<file path="config.mk">
export PLATFORM = sky130hd
export DESIGN_NAME = imem_fetch_ctrl
export DESIGN_NICKNAME = d
export VERILOG_FILES = /design/src/rtl/imem_fetch_ctrl.sv
export SDC_FILE = /design/constraint.sdc
export NUM_CORES = 1
export LEC_CHECK = 0
export ABC_CLOCK_PERIOD_IN_PS = 3000
export CORE_MARGIN = 10
export CORE_UTILIZATION = 40
export CTS_CLUSTER_SIZE = 8
export DETAILED_ROUTE_END_ITERATION = 10
export PLACE_DENSITY = 0.73
export REMOVE_ABC_BUFFERS = 1
export SLEW_MARGIN = 40
export SYNTH_ARGS = -nofsm -noshare
export SYNTH_HDL_FRONTEND = slang
export SYNTH_SLANG_ARGS = --single-unit
</file>
<file path="constraint.sdc">
create_clock -name clk -period 3 [get_ports clk]
set_input_delay 0.6 -clock clk [delete_from_list [all_inputs] [get_ports clk]]
set_output_delay 0.6 -clock clk [all_outputs]
set_load 0.02 [all_outputs]
</file>
<file path="src/rtl/imem_fetch_ctrl.sv">
`default_nettype none
// ============================================================================
// Module   : imem_fetch_ctrl
// Purpose  : Instruction-fetch controller between the PC register and decode.
//            Issues one request at a time to a variable-latency instruction
//            memory. Presents the fetched word to decode with a valid/ready
//            handshake. Produces the PC register enable so the PC moves only
//            on consumption or redirect. Flags misaligned fetches and memory
//            timeouts.
// Ports    : clk, rst_n (sync, active-low)
//            pc_in, flush            - PC and redirect from the PC stage
//            pc_advance              - PC register enable
//            imem_req/addr/gnt       - request channel
//            imem_rvalid/rdata       - response channel
//            instr/instr_pc/instr_valid/instr_fault, dec_ready - decode side
// Revision : 1.0 - initial release
// ============================================================================
module imem_fetch_ctrl #(
  parameter int unsigned TIMEOUT   = 16,
  parameter logic [31:0] NOP_INSTR = 32'h0000_0013
) (
  input  logic        clk,
  input  logic        rst_n,
  input  logic [31:0] pc_in,
  input  logic        flush,
  output logic        pc_advance,
  output logic        imem_req,
  output logic [31:0] imem_addr,
  input  logic        imem_gnt,
  input  logic        imem_rvalid,
  input  logic [31:0] imem_rdata,
  output logic [31:0] instr,
  output logic [31:0] instr_pc,
  output logic        instr_valid,
  output logic [1:0]  instr_fault,
  input  logic        dec_ready
);

  localparam int unsigned CW = (TIMEOUT > 2) ? $clog2(TIMEOUT) : 1;
  localparam logic [CW-1:0] CNT_LAST = CW'(TIMEOUT - 1);

  localparam logic [1:0] FAULT_OK    = 2'b00;
  localparam logic [1:0] FAULT_ALIGN = 2'b01;
  localparam logic [1:0] FAULT_TMO   = 2'b10;

  typedef enum logic [1:0] {
    S_BOOT = 2'd0,
    S_REQ  = 2'd1,
    S_WAIT = 2'd2,
    S_HOLD = 2'd3
  } state_t;

  state_t         state, state_d;
  logic           orphan, orphan_d;
  logic [CW-1:0]  cnt, cnt_d;
  logic [31:0]    req_pc, req_pc_d;
  logic [31:0]    instr_d, instr_pc_d;
  logic [1:0]     fault_d;
  logic           valid_d;
  logic           misaligned;

  assign misaligned = (pc_in[1:0] != 2'b00);

  always_ff @(posedge clk) begin
    if (!rst_n) begin
      state       <= S_BOOT;
      orphan      <= 1'b0;
      cnt         <= '0;
      req_pc      <= '0;
      instr       <= NOP_INSTR;
      instr_pc    <= '0;
      instr_fault <= FAULT_OK;
      instr_valid <= 1'b0;
    end else begin
      state       <= state_d;
      orphan      <= orphan_d;
      cnt         <= cnt_d;
      req_pc      <= req_pc_d;
      instr       <= instr_d;
      instr_pc    <= instr_pc_d;
      instr_fault <= fault_d;
      instr_valid <= valid_d;
    end
  end

  always_comb begin
    state_d    = state;
    orphan_d   = orphan;
    cnt_d      = cnt;
    req_pc_d   = req_pc;
    instr_d    = instr;
    instr_pc_d = instr_pc;
    fault_d    = instr_fault;
    imem_req   = 1'b0;
    imem_addr  = pc_in;

    pc_advance = (state == S_BOOT) | ((state == S_HOLD) & dec_ready) | flush;

    // A response arriving outside WAIT can only belong to an abandoned
    // request; it is dropped and releases the orphan lock.
    if ((state != S_WAIT) && imem_rvalid) begin
      orphan_d = 1'b0;
    end

    case (state)
      S_BOOT: begin
        state_d = S_REQ;
      end

      S_REQ: begin
        if (misaligned) begin
          if (!flush) begin
            instr_d    = NOP_INSTR;
            instr_pc_d = pc_in;
            fault_d    = FAULT_ALIGN;
            state_d    = S_HOLD;
          end
        end else if (!orphan) begin
          imem_req = 1'b1;
          if (imem_gnt) begin
            req_pc_d = pc_in;
            cnt_d    = '0;
            // Granted in the same cycle as a redirect: the response will
            // arrive later and must be discarded.
            if (flush) begin
              orphan_d = 1'b1;
            end else begin
              state_d = S_WAIT;
            end
          end
        end
      end

      S_WAIT: begin
        cnt_d = cnt + 1'b1;
        if (flush) begin
          state_d = S_REQ;
          // Data arriving with the flush is simply dropped; otherwise the
          // pending response becomes stale.
          if (!imem_rvalid) begin
            orphan_d = 1'b1;
          end
        end else if (imem_rvalid) begin
          instr_d    = imem_rdata;
          instr_pc_d = req_pc;
          fault_d    = FAULT_OK;
          state_d    = S_HOLD;
        end else if (cnt == CNT_LAST) begin
          instr_d    = NOP_INSTR;
          instr_pc_d = req_pc;
          fault_d    = FAULT_TMO;
          orphan_d   = 1'b1;
          state_d    = S_HOLD;
        end
      end

      S_HOLD: begin
        if (flush || dec_ready) begin
          state_d = S_REQ;
        end
      end

      default: begin
        state_d = S_BOOT;
      end
    endcase

    valid_d = (state_d == S_HOLD);
  end

endmodule
`default_nettype wire

</file>
**Yosys cells after proc, flatten, opt, wreduce, memory -nomap -nowiden**

Cells that the tools add are included.

- Add/subtract/negate cells: 1
- Eq/ne operators: 13
- Mux-type cells: 45
- Bitwise operators: 5
- Reductions and logical operators: 8

Operators by type and width:

| operator | number |
|---|---|
| $mux 32 | 10 |
| $pmux 32 s2 | 2 |
| $mux 2 | 14 |
| $ne 2x2->1 const B | 7 |
| $mux 1 | 12 |
| $mux 4 | 3 |
| $pmux 2 s4 | 1 |
| $pmux 4 s2 | 1 |
| $reduce_and 4->1 | 2 |
| $eq 2x2->1 const B | 3 |
| $reduce_and 5->1 | 1 |
| $add 4x1->4 const B | 1 |
| $eq 4x4->1 const B | 1 |
| $pmux 2 s2 | 1 |
| $reduce_bool 2->1 | 2 |
| $ne 3x3->1 const B | 1 |
| $eq 2x1->1 const B | 1 |
| $logic_not 2->1 | 1 |
| $not 1->1 | 2 |
| $or 1x1->1 | 2 |
| $pmux 1 s2 | 1 |
| $and 1x1->1 | 1 |
| $logic_and 1x1->1 | 1 |
| $logic_or 1x1->1 | 1 |

- Register bits after elaboration: 106
- Input bits: 70
- Output and inout port bits: 101
- Logic and storage cells: 80

**Longest topological paths before layout**

- Depth after elaboration: 8
- Mapped depth: 8
- Gate-level depth less buffers: 6

**Worst setup path after synthesis**

No wires, ideal clock.

- Path kind: reg-to-output
- Start point: register state[1]
- End point: output port imem_req
- Arrival: 1.316 ns
- Required time: 2.400 ns
- Setup slack: 1.084 ns
- Cell stages (with the launch flop): 5
- Path buffers: 0
- Cell sequence: dfxtp_1 -> inv_1 -> ha_1 -> nor3b_4 -> nor2b_1

- Word-level cells in the longest chain between the ends: 2

RTL lines:

| element | RTL line | source |
|---|---|---|
| start: declaration | 53 | `state_t state, state_d;` |
| start signal: assignment | 75 | `state <= state_d;` |
| $eq 2x1->1 | 105 | `case (state)` |
| $mux 1 | 105 |  |
| end: declaration | 27 | `output logic imem_req,` |

Every way passes these cells.

**Worst setup path after layout**

- Start point: input port pc_in[1]
- End point: output port imem_req

- Word-level cells in the longest chain between the ends: 3

RTL lines:

| element | RTL line | source |
|---|---|---|
| start: declaration | 24 | `input logic [31:0] pc_in,` |
| $reduce_bool 2->1 | 62 | `assign misaligned = (pc_in[1:0] != 2'b00);` |
| $mux 1 | 111 | `if (misaligned) begin` |
| $mux 1 | 105 |  |

Every way passes these cells.

==> reports/metrics.cfg <==
[run_status]
status = finished clean

[global_route]
grt_pass1_vias = 4064
gr-usage-all-layers_pct = 14.6
grt_pass1_wl_mm = 20.3
antenna_found_initial = 0
overflow = 0
grt_max_degree = 96

[cells_and_area]
area_growth_pct = 39.4
final_util_pct = 57.2
fin_cells = 800
nFillCells = 1031
layout-drive-gt1-share_pct = 10.4
final_nets = 728
diodes = 0

[sta]
holdWs_ns = 0.455
skew_ns = 0.0115
hold_violations = 0
worst_slew_pin_slew_ns = 0.596
setup_viol = 0
slew_headroom_pct = 60.2
fin_crit_sh_pct = 96.2
fmax_mhz = 347
slew_violations = 0
setup_ws_ns = 0.115
rsz0062_at_grt = false
min_period_ns = 2.88

[critical_path]
slowest_stage = clkdlybuf4s50_1
cp_max_fo = 7
rr_worst_depth = 8
worst_setup_path_end_kind = output port
critPathRequiredTime_ns = 2.40
critPathMostFrequentCell = clkdlybuf4s50_1
start_kind = primary input
arrival_ns = 2.28
critical_path_class = primary input to output port
max_stage_delay_ns = 0.62
crit_chain = clkdlybuf4s50_1, nor3b_4, nor2b_1, clkdlybuf4s50_1

[synthesis]
synthMuxAreaShare_pct = 7.02
avgSynthCellArea_um2 = 8.91
synthXorXnorAreaFrac_pct = 0
synth.distinct_cells = 35
ys.flop_type = dfxtp_1
yosysMostFrequentCell = dfxtp_1
ys_warn_count = 0
synth_compound_area_share_pct = 19.0
async_reset_ff_share_pct = 0
syn_inst = 528
synthSimpleGateAreaFrac_pct = 17.0
synth_fa_ha_area_share_pct = 1.60
synth_edf_count = 0
synth-seq-cells = 106
synth_top_area_share_pct = 45.1
mappedNetlistArea_mm2 = 0.00471
yosys-top-cells-area = dfxtp_1, a211oi_2, nand2_1
synth_common_cells = dfxtp_1, nand2_1, nor2_1
synth_largest_area_cell = dfxtp_1
synth_top_family_by_area = compound AO/OA/AOI/OAI gates
yosysSeqAreaShare_pct = 45.1

[drt]
drcViolationCount = 0
firstDrtPassIters = 4
postRouteAntennaNets = 0
wirelength_mm = 12.7
avgRoutedWirePerCell_um = 15.8
vias = 4062
via_per_inst = 5.08
drt_iter0_markers = 201

[clocking]
cts_sinks = 106
worstSkewPairLatency_ns = 0.33
ctsHoldBuffers = 0
clock_path_buffers = 2
postCtsSetupRepairBufs = 0
clkTransAtPathRegs_ns = 0.07
cts_resized = 0
htreeDepth = 3
cts_buffers = 9
root_buffer = clkbuf_16
cts_tree = yes

[hold_path]
min_path_type = flip-flop to flip-flop
hold_depth = 2

[power]
p_switching_w = 0.000832
switching_share_pct = 25.9
p_seq_share_pct = 46.2
irDropWorstVdd_mv = 0.346
power.density_mw_per_mm2 = 490
combPwrFrac_pct = 17.8
p_int_w = 0.00238
leakagePower_nw = 2.20
p_clk_share_pct = 36.0
power_w = 0.00321

[placed_design]
place_ws_ns = 0.106
dpl.hpwl_mm = 9.46
routabilityCongestion = 0.813
io_buffers = 170
dp.cells = 784

[run]
cap_violations = 0

[floorplan]
die_area_mm2 = 0.0165
start_util_pct = 41.0
top_level_ports = 171
core_area_mm2 = 0.0115
die_y_um = 128
rows = 39
die_w_um = 128

[area by class of cell]
class,count,area (µm²),area share [%]
Clock buffer,11,233,3.55
Clock inverter,5,62.6,0.954
Inverter,8,30.0,0.458
Multi-Input combinational cell,343,2100,32.0
Sequential cell,106,2120,32.3
Tap cell,143,179,2.73
Timing Repair Buffer,184,1830,27.9
[path summary, 6_finish.rpt]
| kind | from | end | slack [ns] |
|---|---|---|---|
| setup reg to reg | state[0]$_SDFF_PN0_ | instr_pc[2]$_SDFFE_PN0P_ | 0.63 |
| hold reg to reg | req_pc[16]$_SDFFE_PN0P_ | req_pc[16]$_SDFFE_PN0P_ | 0.45 |
| setup / recovery | pc_in[1] | imem_req | 0.12 |
| hold / removal | req_pc[16]$_SDFFE_PN0P_ | req_pc[16]$_SDFFE_PN0P_ | 0.45 |
[logic make-up (layout without fill, tap and decap cells)]
group,Yosys count,count (layout)
adder cells (fa/ha/maj),6,6
AO/OA/AOI/OAI,117,117
buffers and inverters,79,208
flip-flops,106,106
multiplexers,33,33
AND/OR/NAND/NOR,187,187
[stage by stage]
| step | instance area [µm²] | setup TNS (ns) |
|---|---|---|
| after CTS | 6560 | 0 |
| final | 6560 | 0 |
| after floorplan | 4250 | -201.97 |
| after global placement | 6260 | 0 |
| after detailed placement | 6260 | 0 |
| after global routing | 6560 | 0 |
[per-layer routing]
| metal | part of all wire (%) | GRT usage, % |
|---|---|---|
| met3 | 10 | 5.34 |
| met4 | 0.60 | 3.51 |
| met1 | 42 | 17.4 |
| met2 | 47 | 24.5 |
| met5 | 0 | 0 |
[layout by cell type, fill, tap and decap left out, drive strengths merged, types with 2 or more instances in the layout]
cell type / count
clkbuf: 11
nor2: 40
nor3b: 2
buf: 14
nand3: 33
clkinvlp: 2
nor2b: 4
mux2i: 33
a31oi: 3
dfxtp: 106
a22oi: 2
a211oi: 32
nand2: 96
clkdlybuf4s50: 170
and3: 3
ha: 6
a21oi: 36
a31o: 2
inv: 9
o221a: 2
a2111oi: 2
o21ai: 34
nor3: 4
[critical path: cells and delay by family]
family        cells  cell delay, ns
buf+inv           2            1.12
simple gates      2            0.56
[registers in the layout, indices dropped and copies added (netlist names)]
name / count
orphan: 1
instr_fault: 2
instr_pc: 32
instr: 32
instr_valid: 1
req_pc: 32
cnt: 4
state: 2
[power groups by stage]
stage	Combinational [W]	Sequential, W	Clock (W)
finish	0.000571	0.00148	0.00116
global route	0.000616	0.00149	0.00125
CTS	0.000578	0.00148	0.00120
detailed placement	0.000576	0.00152	0
global placement	0.000567	0.00151	0
floorplan	0.000197	0.00156	0
(Power assumes the default switching activity.)
